$ cat src/rtl/uart_avalon_slave.sv
// uart_avalon_slave: Avalon-MM polled UART register slave with 8N1 TX/RX engines.
module uart_avalon_slave #(
  parameter int CLKS_PER_BIT = 434
) (
  input  logic        i_clk,
  input  logic        i_rst,
  input  logic [4:0]  i_address,
  input  logic        i_read,
  output logic [31:0] o_readdata,
  input  logic        i_write,
  input  logic [31:0] i_writedata,
  output logic        o_waitrequest,
  input  logic        i_rxd,
  output logic        o_txd
);
  localparam int CW = $clog2(CLKS_PER_BIT);
  localparam logic [CW-1:0] LAST = CW'(CLKS_PER_BIT - 1);
  localparam logic [CW-1:0] HALF = CW'(CLKS_PER_BIT / 2 - 1);
  typedef enum logic [1:0] {TIDLE, TSTART, TDATA, TSTOP} tstate_t;
  typedef enum logic [1:0] {RIDLE, RSTART, RDATA, RSTOP} rstate_t;
  tstate_t tstate_q, tstate_d;
  rstate_t rstate_q, rstate_d;
  logic [CW-1:0] tcnt_q, tcnt_d, rcnt_q, rcnt_d;
  logic [2:0] tbit_q, tbit_d, rbit_q, rbit_d;
  logic [7:0] tsh_q, tsh_d, rsh_q, rsh_d, rxdata_q, rxdata_d;
  logic ack_q, ack_d, rrdy_q, rrdy_d, roe_q, roe_d, fe_q, fe_d;
  logic s1_q, s2_q, prev_q;
  logic rd, wr, rd0, wr4, wr8, trdy, rx_done;
  logic unused_wdata;
  assign unused_wdata = ^i_writedata[31:8];
  assign ack_d = (i_read | i_write) & ~ack_q;
  assign o_waitrequest = ~ack_q;
  assign rd = ack_q & i_read;
  assign wr = ack_q & i_write & ~i_read;
  assign rd0 = rd & (i_address == 5'd0);
  assign trdy = tstate_q == TIDLE;
  assign wr4 = wr & (i_address == 5'd4) & trdy;
  assign wr8 = wr & (i_address == 5'd8);
  assign o_readdata = !rd ? 32'd0 :
                      i_address == 5'd0 ? {24'd0, rxdata_q} :
                      i_address == 5'd8 ? {24'd0, rrdy_q, trdy, 2'b0, roe_q, fe_q, 2'b0} : 32'd0;
  assign o_txd = tstate_q == TSTART ? 1'b0 : tstate_q == TDATA ? tsh_q[tbit_q] : 1'b1;
  always_comb begin
    tstate_d = tstate_q;
    tcnt_d = tcnt_q + 1'b1;
    tbit_d = tbit_q;
    tsh_d = tsh_q;
    case (tstate_q)
      TIDLE: begin
        tcnt_d = '0;
        tbit_d = '0;
        if (wr4) begin
          tsh_d = i_writedata[7:0];
          tstate_d = TSTART;
        end
      end
      TSTART: if (tcnt_q == LAST) begin
        tcnt_d = '0;
        tstate_d = TDATA;
      end
      TDATA: if (tcnt_q == LAST) begin
        tcnt_d = '0;
        tbit_d = tbit_q + 3'd1;
        if (tbit_q == 3'd7) tstate_d = TSTOP;
      end
      TSTOP: if (tcnt_q == LAST) begin
        tcnt_d = '0;
        tstate_d = TIDLE;
      end
    endcase
  end
  // RSTART sample decides glitch vs. real start; stop sample delivers the byte
  always_comb begin
    rstate_d = rstate_q;
    rcnt_d = rcnt_q + 1'b1;
    rbit_d = rbit_q;
    rsh_d = rsh_q;
    rx_done = 1'b0;
    case (rstate_q)
      RIDLE: begin
        rcnt_d = '0;
        rbit_d = '0;
        if (prev_q & ~s2_q) rstate_d = RSTART;
      end
      RSTART: if (rcnt_q == HALF) begin
        rcnt_d = '0;
        rstate_d = s2_q ? RIDLE : RDATA;
      end
      RDATA: if (rcnt_q == LAST) begin
        rcnt_d = '0;
        rsh_d = {s2_q, rsh_q[7:1]};
        rbit_d = rbit_q + 3'd1;
        if (rbit_q == 3'd7) rstate_d = RSTOP;
      end
      RSTOP: if (rcnt_q == LAST) begin
        rcnt_d = '0;
        rx_done = 1'b1;
        rstate_d = RIDLE;
      end
    endcase
  end
  // a byte landing on the same cycle as its consuming read counts as read-then-refill
  always_comb begin
    rrdy_d = rx_done | (rrdy_q & ~rd0);
    roe_d = (rx_done & rrdy_q & ~rd0) | (roe_q & ~wr8);
    fe_d = (rx_done & ~s2_q) | (fe_q & ~wr8);
    rxdata_d = rx_done ? rsh_q : rxdata_q;
  end
  always_ff @(posedge i_clk or negedge i_rst) begin
    if (!i_rst) begin
      ack_q <= 1'b0;
      tstate_q <= TIDLE;
      tcnt_q <= '0;
      tbit_q <= '0;
      tsh_q <= '0;
      rstate_q <= RIDLE;
      rcnt_q <= '0;
      rbit_q <= '0;
      rsh_q <= '0;
      rxdata_q <= '0;
      rrdy_q <= 1'b0;
      roe_q <= 1'b0;
      fe_q <= 1'b0;
      s1_q <= 1'b1;
      s2_q <= 1'b1;
      prev_q <= 1'b1;
    end else begin
      ack_q <= ack_d;
      tstate_q <= tstate_d;
      tcnt_q <= tcnt_d;
      tbit_q <= tbit_d;
      tsh_q <= tsh_d;
      rstate_q <= rstate_d;
      rcnt_q <= rcnt_d;
      rbit_q <= rbit_d;
      rsh_q <= rsh_d;
      rxdata_q <= rxdata_d;
      rrdy_q <= rrdy_d;
      roe_q <= roe_d;
      fe_q <= fe_d;
      s1_q <= i_rxd;
      s2_q <= s1_q;
      prev_q <= s2_q;
    end
  end
endmodule

$ cat config.mk
export PLATFORM = sky130hd
export DESIGN_NAME = uart_avalon_slave
export DESIGN_NICKNAME = d
export VERILOG_FILES = /design/src/rtl/uart_avalon_slave.sv
export SDC_FILE = /design/constraint.sdc
export NUM_CORES = 1
export LEC_CHECK = 0
export ABC_AREA = 1
export CORE_UTILIZATION = 35
export CTS_CLUSTER_SIZE = 16
export DETAILED_ROUTE_END_ITERATION = 10
export PLACE_DENSITY = 0.59
export SKIP_CTS_REPAIR_TIMING = 1
export SLEW_MARGIN = 20
export SYNTH_ARGS = -nofsm -noshare
export SYNTH_HDL_FRONTEND = slang
export SYNTH_SLANG_ARGS = --single-unit
$ cat constraint.sdc
create_clock -name i_clk -period 2 [get_ports i_clk]
set_input_delay 0.5 -clock i_clk [delete_from_list [all_inputs] [get_ports i_clk]]
set_output_delay 0.5 -clock i_clk [all_outputs]
set_load 0.05 [all_outputs]
## Word level (Yosys, flattened, before mapping)

Cells that the tools add are included.
Widths: inputs -> output; s select.

| word-level totals | value |
|---|---|
| register bits after elaboration | 59 |
| latch bits | 0 |
| RAM bits | 0 |
| memory bits (read-only) | 0 |
| bits of input ports | 42 |
| memories kept | 0 |

| cells by class | value |
|---|---|
| $add $sub $neg | 4 |
| multiply operators | 0 |
| div/mod/pow operators | 0 |
| $lt $le $gt $ge | 1 |
| eq/ne operators | 23 |
| shifts and indexed selects | 0 |
| muxes and demuxes | 31 |
| bitwise operators | 24 |
| reduce and logical (&&, ||, !) cells | 13 |

Operator list:

| cell | number |
|---|---|
| $mux 9 | 3 |
| $pmux 9 s3 | 1 |
| $mux 8 | 3 |
| $mux 2 | 11 |
| $add 9x1->9 const B | 2 |
| $eq 9x9->1 const B | 2 |
| $pmux 9 s2 | 1 |
| $pmux 2 s4 | 2 |
| $and 1x1->1 | 15 |
| $ne 2x2->1 const B | 7 |
| $pmux 3 s2 | 2 |
| $reduce_and 5->1 | 2 |
| $eq 9x8->1 const B | 1 |
| $eq 2x2->1 const B | 4 |
| $reduce_and 2->1 | 4 |
| $add 3x1->3 const B | 2 |
| $eq 3x3->1 const B | 2 |
| $mux 3 | 2 |
| $ne 2x1->1 const B | 3 |
| $eq 5x3->1 const B | 1 |
| $eq 5x4->1 const B | 1 |
| $logic_not 5->1 | 1 |
| $mux 1 | 5 |
| $not 1->1 | 5 |
| other kinds (8) | 14 |

## Longest topological paths before layout

Gate-level depths: netlist (run 1).

| depth | value |
|---|---|
| depth in word-level cells | 6 |
| depth in mapped cells | 10 |
| gate-level depth less buffers | 9 |

## Worst setup path after synthesis (run 1)

OpenSTA, ideal clock, no wires.

| timing path | value |
|---|---|
| kind | input -> output |
| start point | input port i_address[1] |
| end point | output port o_readdata[2] |
| arrival time | 1,795 ps |
| data required time | 1,500 ps |
| path slack | -295 ps |
| cell stages on the path | 5 |
| path through | nor2_1 > inv_1 > nor4_2 > nand2_1 > o22ai_1 |

| on the way | value |
|---|---|
| word-level cells in the longest chain between the ends | 4 |

RTL lines:

| what | RTL line | source |
|---|---|---|
| start: declaration | 7 | `input logic [4:0] i_address,` |
| $eq 5x4->1 | 41 | `i_address == 5'd8 ? {24'd0, rrdy_q, trdy, 2'b0, roe_q, fe_q, 2'b0} : 32'd0;` |
| $mux 8 | 41 |  |
| $mux 8 * | 40 | `i_address == 5'd0 ? {24'd0, rxdata_q} :` |
| $mux 8 * | 39 | `assign o_readdata = !rd ? 32'd0 :` |
| end: declaration | 9 | `output logic [31:0] o_readdata,` |

Mark *: on every way between the ends. The rest lies on a longest branch, timed or not.

## Final worst setup path (run 1)

| timing path | value |
|---|---|
| start point | input port i_address[4] |
| end point | output port o_readdata[3] |

Same word-level chain as after synthesis.

==> results.md, run 1 <==
- In the post-synthesis netlist, the biggest area contributors are sky130_fd_sc_hd__dfrtp_1 (44%), sky130_fd_sc_hd__nand2_1 (9.8%), sky130_fd_sc_hd__buf_4 (5.9%).
- The number of I/O pins is 76.
- The critical path launch point type is an input pin.
- The flow ran to the end, but the final reports show violations.
- The share of post-route cells with drive strength above 1 is 0.243.
- The minimum clock period after layout is 2050 ps.
- The cell area after layout is 4010 sq um.
- The tree is rooted in a sky130_fd_sc_hd__clkbuf_8.
- The worst hold-check path type is in -> async.
- The data arrival time of the critical path is 1550 ps.
- The first detailed-routing pass took 9 iterations.
- The worst setup margin is -53.6 ps.
- In this run the remaining antenna-violating nets after routing total 0.
- After synthesis, the mean cell area works out to 8.62 sq um.
- The buffer depth of the longest clock path is 2.
- Prior to clock tree synthesis, the placed netlist has a worst setup slack of -434 ps.
- The post-detailed-route wirelength per cell is 10.7 microns.
- Counting flops with a built-in enable in the synthesized netlist gives 0.
- The sum of routed wire length over all layers is 5640 microns.
- The yosys synthesis warning count is 0.
- For this run, the register share of the synthesized area comes to 0.461.
- Based on the critical path, the design can be clocked at up to 0.487 GHz.
- The tree built by TritonCTS fans out to 59 sinks.
- The standard cell core area is 8810 sq um.
- Port buffering added 27 buffers.
- The synthesized instance count is 372.
- The area overhead of the layout relative to synthesis is 24.9%.
- Counting the fill cells in the layout gives 843.
- The depth of the CTS H-tree is 3.
- Entering global routing, the biggest net connects 60 pins.
- The repair_antennas step left the layout with diodes totalling 0.
- The aggregate global-route resource usage is 0.129.
- Of the post-synthesis cell area, the dominant cell type holds 0.437.
- For this block, the via count after detailed routing is 2,380.
- Clock latency on the worst-skew pair, taken at its later pin, is 330 ps.
- The floorplan step defined a die boundary enclosing 9550 sq um.
- The async set-or-reset flop fraction in the synthesized netlist is 1.00.
- The distinct cell type count of the synthesized netlist is 41.
- The number of clock buffers added by TritonCTS is 9.
- The post-detailed-route DRC marker count is 8.
- The area taken by flip-flops and latches is 1480 sq um.
- The final max-slew violation count is 0.
- The cell leakage power is 1.89 nW.
- For this design the ratio of total power to cell area is 954 nW/um^2.
- The initial antenna violation count came to 0.
- At the end of routability-driven placement, the weighted congestion stood at 0.767.
- The first-pass GRT wire length is 9890 microns.
- The area used by multi-input combinational logic is 1500 sq um.
- Of the available clock period, the critical path in the final layout requires 1.03.
- The cell taking the most area after synthesis is sky130_fd_sc_hd__dfrtp_1.
- The die is 97.7 microns tall.
- The CTS clock-pin slew for the worst setup and hold paths is 70 ps.
- The final layout contains 471 nets.
- Setup repair after global routing could not meet its margin everywhere.
- The clock tree from TritonCTS is yes.
- The setup violation total in the final timing report is 4.
- Once detailed placement completed, the half-perimeter wirelength came to 4070 microns.
- Across the run, the number of max-cap violations was 0.
- Of all nets on the critical path, the largest fanout is 6.
- The flip-flop cell with the highest count after synthesis is sky130_fd_sc_hd__dfrtp_1.
- The number of failing hold endpoints at the final stage is 0.
- The number of DRC markers in iteration 0 is 84.
- The via count of the first global-routing pass is 2,301.
- The mapped netlist covers 3210 sq um.
- From left edge to right edge, the die measures 97.7 microns.
- Row generation in the floorplan step produced 34 rows.
- Synthesis inferred 59 register bits.
- The clock arrives with 7.34 ps of skew.
- The maximum ir drop on the vdd rail is 0.719 mV.
- The critical path in this run is classified as in -> out.
- The final global-route overflow total is 0.
- The checks that failed: DRC, setup timing.
- For this configuration, the core starts out at a cell density of 0.364.
- The worst endpoint required time is 1500 ps.
- STA classifies the critical path endpoint as an output pin.
- Dividing the detail-routed via count by the number of cells gives 4.51.
- The placed instance area is 3660 sq um.
-- synthesized netlist by cell type (2+ instances only) --
library cell / count
sky130_fd_sc_hd__a21oi_1: 4
sky130_fd_sc_hd__a21oi_2: 5
sky130_fd_sc_hd__a31oi_1: 2
sky130_fd_sc_hd__buf_4: 25
sky130_fd_sc_hd__buf_6: 3
sky130_fd_sc_hd__dfrtp_1: 56
sky130_fd_sc_hd__dfstp_2: 3
sky130_fd_sc_hd__ha_1: 14
sky130_fd_sc_hd__inv_1: 47
sky130_fd_sc_hd__inv_2: 3
sky130_fd_sc_hd__nand2_1: 84
sky130_fd_sc_hd__nand2_2: 3
sky130_fd_sc_hd__nand3_1: 15
sky130_fd_sc_hd__nand4_1: 7
sky130_fd_sc_hd__nor2_1: 37
sky130_fd_sc_hd__nor2_2: 2
sky130_fd_sc_hd__nor2_4: 2
sky130_fd_sc_hd__nor3_1: 4
sky130_fd_sc_hd__o21ai_0: 15
sky130_fd_sc_hd__o21ai_2: 14
sky130_fd_sc_hd__o22ai_1: 6
sky130_fd_sc_hd__xor2_1: 2
-- per-stage QoR --
step	power [mW]	setup TNS [ps]	utilization	hold slack, ps	std cells
CTS	3.85	-3380	0.442	170	526
floorplan	2.30	-1240	-	204	395
finish	3.82	-134	0.455	158	528
global route	4.08	-429	0.455	180	528
detailed placement	2.61	-3320	0.416	354	510
global placement	2.58	-3200	0.416	356	510
-- worst paths after layout --
path,start,endpoint,slack [ps],depth (start not counted)
worst max-delay path,i_address[4],o_readdata[3],-50,7
worst min-delay path,i_rst,tstate_q[1]$_DFFE_PN0P_,160,2
worst max register to register,rcnt_q[1]$_DFF_PN0_,fe_q$_DFF_PN0_,370,8
worst min register to register,s1_q$_DFF_PN1_,s2_q$_DFF_PN1_,360,0
max in group asynchronous,i_rst,prev_q$_DFF_PN1_,1530,2
min in group i_clk,s1_q$_DFF_PN1_,s2_q$_DFF_PN1_,360,0
-- layer usage --
layer / vias to the layer above / GRT usage / wire (microns)
met5: - / 0 / 0
met4: 0 / 0.0350 / 56
met3: 7 / 0.0429 / 193
met2: 44 / 0.224 / 2860
met1: 1113 / 0.151 / 2530
li1: 1216 / - / -
-- where the power goes --
group	switching, mW	total [mW]	internal, mW
Combinational	0.735	1.14	0.403
Clock	0.459	1.23	0.768
Sequential	0.136	1.45	1.32
Total	1.33	3.82	2.49
-- cell usage in the layout (no fill, tap or decap), types with 10 or more instances in the layout --
| cell type | synthesis | final |
|---|---|---|
| sky130_fd_sc_hd__buf_12 | 0 | 12 |
| sky130_fd_sc_hd__clkbuf_8 | 0 | 11 |
| sky130_fd_sc_hd__clkdlybuf4s50_1 | 0 | 10 |
| sky130_fd_sc_hd__conb_1 | 1 | 24 |
| sky130_fd_sc_hd__dfrtp_1 | 56 | 55 |
| sky130_fd_sc_hd__ha_1 | 14 | 13 |
| sky130_fd_sc_hd__inv_1 | 47 | 44 |
| sky130_fd_sc_hd__nand2_1 | 84 | 80 |
| sky130_fd_sc_hd__nand3_1 | 15 | 15 |
| sky130_fd_sc_hd__nor2_1 | 37 | 30 |
| sky130_fd_sc_hd__o21ai_0 | 15 | 15 |
| sky130_fd_sc_hd__o21ai_2 | 14 | 14 |
-- layout make-up --
type	count	area share
Multi-Input combinational cell	256	0.374
Inverter	51	0.0484
Tap cell	108	0.0337
Clock buffer	12	0.0387
Timing Repair Buffer	38	0.118
Clock inverter	4	0.0181
Sequential cell	59	0.370
-- state kept, by name (all words and copies together) (netlist names), named ones only --
name	count
rstate_q	1
tcnt_q	9
s1_q	1
prev_q	1
tstate_q	2
tbit_q	3
rxdata_q	8
ack_q	1
fe_q	1
roe_q	1
rcnt_q	9
s2_q	1
tsh_q	8
rsh_q	8
rrdy_q	1
rbit_q	3
-- kinds of logic (layout without fill, tap and decap cells) --
group                      after synthesis  count (layout)  synth area share
DFF                                     59              59             0.461
and+or+nand+nor                        166             166             0.238
AOI/OAI and AO/OA                       49              49             0.106
buffers and inverters                   80             105             0.131
adders and majority gates               14              14            0.0546
xor gates and xnor gates                 3               3           0.00819
other                                    1              24           0.00117
-- worst max-delay path: stages --
cell                      delay [ps]
sky130_fd_sc_hd__buf_6            90
sky130_fd_sc_hd__or2_4           250
sky130_fd_sc_hd__nor2_4          130
sky130_fd_sc_hd__nand2_4          90
sky130_fd_sc_hd__buf_12          160
sky130_fd_sc_hd__o22ai_4         190
sky130_fd_sc_hd__buf_12          160
No activity file was read; power rests on OpenSTA's default activity.
==> run 2: changes to the inputs <==
--- a/config.mk
+++ b/config.mk
@@ -6,9 +6,11 @@
 export NUM_CORES = 1
 export LEC_CHECK = 0
 export ABC_AREA = 1
+export CAP_MARGIN = 20
 export CORE_UTILIZATION = 35
 export CTS_CLUSTER_SIZE = 16
 export DETAILED_ROUTE_END_ITERATION = 10
+export HOLD_SLACK_MARGIN = 0.08
 export PLACE_DENSITY = 0.59
 export SKIP_CTS_REPAIR_TIMING = 1
 export SLEW_MARGIN = 20
==> results of run 2 <==
No change in the layout: final DEF, timing and power equal those of run 1.
==> run 3: changes to the inputs <==
--- a/config.mk
+++ b/config.mk
@@ -7,13 +7,12 @@
 export LEC_CHECK = 0
 export ABC_AREA = 1
 export CAP_MARGIN = 20
-export CORE_UTILIZATION = 35
+export CORE_UTILIZATION = 45
 export CTS_CLUSTER_SIZE = 16
 export DETAILED_ROUTE_END_ITERATION = 10
 export HOLD_SLACK_MARGIN = 0.08
-export PLACE_DENSITY = 0.59
+export PLACE_DENSITY = 0.72
 export SKIP_CTS_REPAIR_TIMING = 1
-export SLEW_MARGIN = 20
 export SYNTH_ARGS = -nofsm -noshare
 export SYNTH_HDL_FRONTEND = slang
 export SYNTH_SLANG_ARGS = --single-unit
==> run 3 against run 2 <==
Effect of this change: the run ends with setup timing left; die area shrank 22%; maximum frequency shrank 0.85%; global-route usage grew 4.6 points; clock-buffer cell count grew 1; routed wire length grew 4.8%; flip-flop and latch count is the same; first-iteration DRC count grew 40%; register-to-register slack is essentially flat; critical endpoint unchanged.
==> results.md, run 3 (same netlist as run 1, synthesis figures left out) <==
- The final max-slew violation count is 0.
- The via count of the first global-routing pass is 2,370.
- The sum of routed wire length over all layers is 5910 microns.
- The die span in y is 86.4 microns.
- The worst-case register-to-register setup slack is 360 ps.
- The initial antenna violation count is 0.
- The initial cell density of the core is 0.470.
- The largest registers in the layout are rcnt_q x9, tcnt_q x9.
- The power density over the cells is 910 nW/um^2.
- The first detailed-routing pass took 4 iterations.
- Subtracting the final worst setup slack from the clock period gives 2070 ps.
- At the worst endpoint, the arrival time is 1570 ps.
- The number of failing hold endpoints at the final stage is 0.
- The setup violation total in the final timing report is 8.
- The first routing iteration left 118 violations.
- The worst register-to-register path ends at fe_q$_DFF_PN0_.
- The core region is 6830 sq um.
- The clock root buffer master is sky130_fd_sc_hd__clkbuf_8.
- For this run, the total global-route usage over all layers was measured as 0.175.
- After global routing the overflow that remains totals 0.
- The checks that failed: setup timing.
- The total via count after detailed routing is 2,458.
- For the worst-skew pair, the clock arrives at the later sink with an insertion delay of 340 ps.
- The number of buffers and inverters on the critical path is 3.
- Leaving out fill and tap cells, the most frequent cells in the layout are sky130_fd_sc_hd__nand2_1 (77), sky130_fd_sc_hd__dfrtp_1 (54), sky130_fd_sc_hd__inv_1 (43), sky130_fd_sc_hd__nor2_1 (30), sky130_fd_sc_hd__conb_1 (24).
- The cell leakage power is 1.90 nW.
- The setup path with the least slack is of type in -> out.
- The number of clock sinks is 59.
- The pre-CTS setup slack is -466 ps.
- The maximum ir drop on the vdd rail is 0.838 mV.
- In this run the worst path has a maximum fanout of 6.
- The placed instance area is 3650 sq um.
- On the critical path, the stage with the largest delay is an instance of sky130_fd_sc_hd__or2_4.
- In the routed design, unresolved DRC markers number 0.
- Setup repair after global routing could not meet its margin everywhere.
- The number of clock buffers added by TritonCTS is 9.
- The number of antenna-violating nets in the routed design is 0.
- In the final routed layout, each cell accounts on average for 11.4 microns.
- The cell count after placement is 498.
- In the final timing run, aggregate negative setup slack is -240 ps.
- The first global-routing pass estimated 10,100 microns of wire.
- At the end of the flow, the number of nets in the layout was 473.
- The share of post-route cells with drive strength above 1 is 0.266.
- The clock arrives with 6.24 ps of skew.
- The buffer depth of the longest clock path is 2.
- Once layout is done, the placed cells without fillers occupy 4000 sq um.
- The critical path goes through buf_6, or2_4, nor2_4, nand2_4, buf_8, o22ai_4, buf_12.
- For the worst flop-to-flop path, the logic depth is 8.
- The clock tree from TritonCTS is yes.
- The area growth from synthesis to layout is 24.6%.
- The top achievable clock speed is 0.483 GHz.
- The portion of the clock cycle consumed by the worst path in the final layout is 1.04.
- The family with the most delay on the worst path is simple AND/OR/NAND/NOR gates.
- The die span in x is 86.4 microns.
- The CTS clock-pin slew for the worst setup and hold paths is 70 ps.
- The critical path launch point type is an input pin.
- Entering global routing, the biggest net connects 60 pins.
- The worst setup margin is -71.3 ps.
- For this run, the slowest stage of the critical path takes 260 ps.
- The tool flagged a number of max-cap violations equal to 0.
- Once layout is complete, the cells apart from fillers number 517.
- The floorplan step defined a die boundary enclosing 7470 sq um.
- The nature of the critical path endpoint is an output pin.
- The half-perimeter wire length after placement is 4190 microns.
- Data on the critical path is required at its endpoint by 1500 ps.
- The standard-cell row count is 30.
- Final hold analysis gives a worst-case slack of 148 ps.
- The most frequent standard cell in the layout excluding fill and tap cells is sky130_fd_sc_hd__nand2_1.
- The number of I/O port buffers is 27.
- The number of I/O pins is 76.
- Using the TritonRoute via totals, the vias-per-cell ratio works out to 4.75.
- The worst hold-check path type is in -> async.
- The startpoint identified for the worst register-to-register timing path is rcnt_q[1]$_DFF_PN0_.
- The H-tree was split into 3 levels.
- The congestion estimate from routability-driven global placement came to 0.774.
- The total inserted antenna cells is 0.
- The flow ran to the end, but the final reports show violations.
## run 3: final cells by class
| cell class | count | area [sq um] |
|---|---|---|
| fill | 616 | 2830 |
| multi-input combinational | 256 | 1540 |
| sequential | 59 | 1480 |
| timing repair buffer | 40 | 483 |
| inverter | 51 | 196 |
| clock buffer | 13 | 169 |
| tap | 96 | 120 |
| clock inverter | 2 | 10.0 |
## run 3: worst max-delay path by stage
| stage | from | end | cells after the start |
|---|---|---|---|
| 6_report | i_address[4] | o_readdata[3] | 7 |
| 5_1_grt | ack_q$_DFF_PN0_ | o_readdata[3] | 6 |
| 4_1_cts | i_address[1] | o_readdata[6] | 8 |
| 3_5_place_dp | i_address[1] | o_readdata[6] | 8 |
| 3_3_place_gp | i_address[3] | o_readdata[2] | 7 |
| 2_1_floorplan | i_address[1] | o_readdata[6] | 5 |
## run 3: stage by stage
stage / power, mW / util
floorplan: 2.30 / -
global placement: 2.57 / 0.534
detailed placement: 2.60 / 0.534
CTS: 3.60 / 0.560
global route: 3.86 / 0.585
finish: 3.64 / 0.585
## run 3: power by group
part           internal, mW  switching, mW
combinational         0.422          0.756
sequential             1.32          0.146
clock                 0.541          0.455
## run 3: metal layers
metal	share of wire	wire, microns	GRT usage
met1	0.44	2600	0.205
met2	0.52	3080	0.312
met3	0.025	147	0.0352
met4	0.014	81	0.0742
met5	0	0	0
==> RTL edit, RTL diff (settings of run 1) <==
Re-encode `rstate_t` (4 states) as one-hot, 4 bits wide.
--- a/src/rtl/uart_avalon_slave.sv
+++ b/src/rtl/uart_avalon_slave.sv
@@ -19,3 +19,3 @@
   typedef enum logic [1:0] {TIDLE, TSTART, TDATA, TSTOP} tstate_t;
-  typedef enum logic [1:0] {RIDLE, RSTART, RDATA, RSTOP} rstate_t;
+  typedef enum logic [3:0] {RIDLE = 4'b0001, RSTART = 4'b0010, RDATA = 4'b0100, RSTOP = 4'b1000} rstate_t;
   tstate_t tstate_q, tstate_d;
Function: no difference found for any inputs over 10 cycles, from zero or initial values and one cycle with i_rst low; not proved beyond that.
==> RTL edit against run 1 <==
  * Power fell by 14%
  * Design area grew 6.8%
  * Routed wire length up 8.1%
  * Largest cell class unchanged
  * Synthesized area up 6.0%
  * Setup slack better by 0.018 ns
  * Sequential cell count is 2 higher
  * Fmax grew 0.88%
  * Synthesized cell count rose by 9.4%
  * Critical path depth fell by 1
  * Largest power group unchanged
  * Count of clock-buffer cells in the layout up 2
  * The flow finishes with violations (setup timing)
  * Critical endpoint is now o_readdata[7]
==> RTL edit: results (changes against run 1) <==
outcome finished, violations left; violated checks setup timing; port bufs 27 (unchanged); DP Wirelength 4451 um (+9.3%); Top Layer Used met4; clk_skew 0.007197 ns (-0.0001412 ns); fin worst setup slack -0.03563 ns (+0.01799 ns); clock-pin transition on the worst setup and hold timing paths 0.07 ns (about the same); met3 wire length 221 um (+15%); DRT iter0 DRCs 53 (-37%); GRT Util Overall 0.1290 (+0.0004507); Global Route met2 Usage 0.2144 (-0.009786); antenna diode count 0 (unchanged); Post-synth ARST share 1.000 (unchanged); met1 global-route usage 0.1609 (+0.009712); area post-placement 0.004000 mm^2 (+9.3%); vias in the first global route 2357 (+2.4%); number of synthesized flops with an enable pin 0 (unchanged); Placer Congestion 0.7903 (+3.0%); post-synthesis mux area share 0 (unchanged); Synth Flop Type dfrtp_1; first-pass GRT wire length 10340 um (+4.6%); WL met1 2883 um (+14%); layout cell share with drive strength beyond 1 0.2700 (+0.02712); worst-path maximum fanout 5 (-1); Clock Latency Late Sink 0.33 ns (about the same); crit-path max cell delay 0.25 ns (about the same); Max VDD drop 0.5020 mV (-30%); P_leak 2.014 nW (+6.3%); crit path DAT 1.54 ns; Regs by FF count rcnt_q (9), tcnt_q (9); Hold WC Path Type input pin to async pin; commonest cells in the netlist 104 x nand2_1, 57 x dfrtp_1, 44 x inv_1; H-Tree Depth 3 (unchanged); Synth area leaders dfrtp_1 42%, nand2_1 11%, buf_4 5.3%, ha_1 5.2%, inv_1 4.9%; Final setup viols 3 (-1); NumNets Final 515 (+9.3%); via count 2568 (+7.9%); largest net degree at the start of global routing 30 (-50%); Post-Route WL 6098 um (+8.1%); Distinct cells, synth 32 (-22%); crit path max-delay cell type or2_4; Compound-Gate Fraction of Synth Area 0.06917 (-0.03653); met2 WL post-DR 2940 um (+2.8%); sequential fraction of the synthesis area 0.4503 (-0.01106); xor/xnor cell area share of the yosys netlist 0.02060 (+0.01241); Synth Area in Adders 0.05151 (-0.003094); met3 track demand over resource 0.04092 (-0.002034); sw power 1.021 mW (-23%); post-place setup slack -0.3887 ns (+0.04559 ns); antenna violations before repair 0 (unchanged); First-pass DRT Iterations 4 (-5); Num CTS Buffers 9 (unchanged); TNS Setup -0.05828 ns (+0.07593 ns); crit end category primary output
## RTL edit: path summary, 6_finish.rpt
check,from,endpoint,slack [ns],cells after the start
hold / removal,i_rst,ack_q$_DFF_PN0_,0.12,1
setup reg to reg,rcnt_q[1]$_DFF_PN0_,roe_q$_DFF_PN0_,0.36,8
hold reg to reg,s1_q$_DFF_PN1_,s2_q$_DFF_PN1_,0.36,0
max in group asynchronous,i_rst,rstate_q[0]$_DFFE_PN1P_,1.28,2
setup / recovery,i_address[4],o_readdata[7],-0.04,6
min in group i_clk,s1_q$_DFF_PN1_,s2_q$_DFF_PN1_,0.36,0
## RTL edit: layout make-up
class	count	area, um^2
fill	945	5047
clock buffer	14	162.7
inverter	49	183.9
timing repair buffer	44	489.2
sequential	61	1534
clock inverter	1	30.03
tap	129	161.4
multi-input combinational	294	1719
## RTL edit: worst max-delay path, delay by kind of cell
family | cells | cell delay (ns)
buffers and inverters | 2 | 0.25
and+or+nand+nor | 3 | 0.55
AOI/OAI and AO/OA | 1 | 0.23
## RTL edit: per-stage QoR
| step | hold WS [ns] | cells | power, mW |
|---|---|---|---|
| 3_3_place_gp | 0.3474 | 571 | 2.161 |
| 2_1_floorplan | 0.2044 | 430 | 1.964 |
| 5_1_grt | 0.1459 | 592 | 3.481 |
| 6_report | 0.1211 | 592 | 3.281 |
| 3_5_place_dp | 0.3492 | 571 | 2.180 |
| 4_1_cts | 0.1237 | 586 | 3.272 |
## RTL edit: power groups by stage
stage / combinational [mW] / clock, mW / sequential, mW
final: 0.818 / 1.07 / 1.39
after CTS: 0.775 / 1.11 / 1.38
after detailed placement: 0.774 / 0 / 1.41
after global routing: 0.922 / 1.16 / 1.40
after global placement: 0.759 / 0 / 1.40
after floorplan: 0.573 / 0 / 1.39
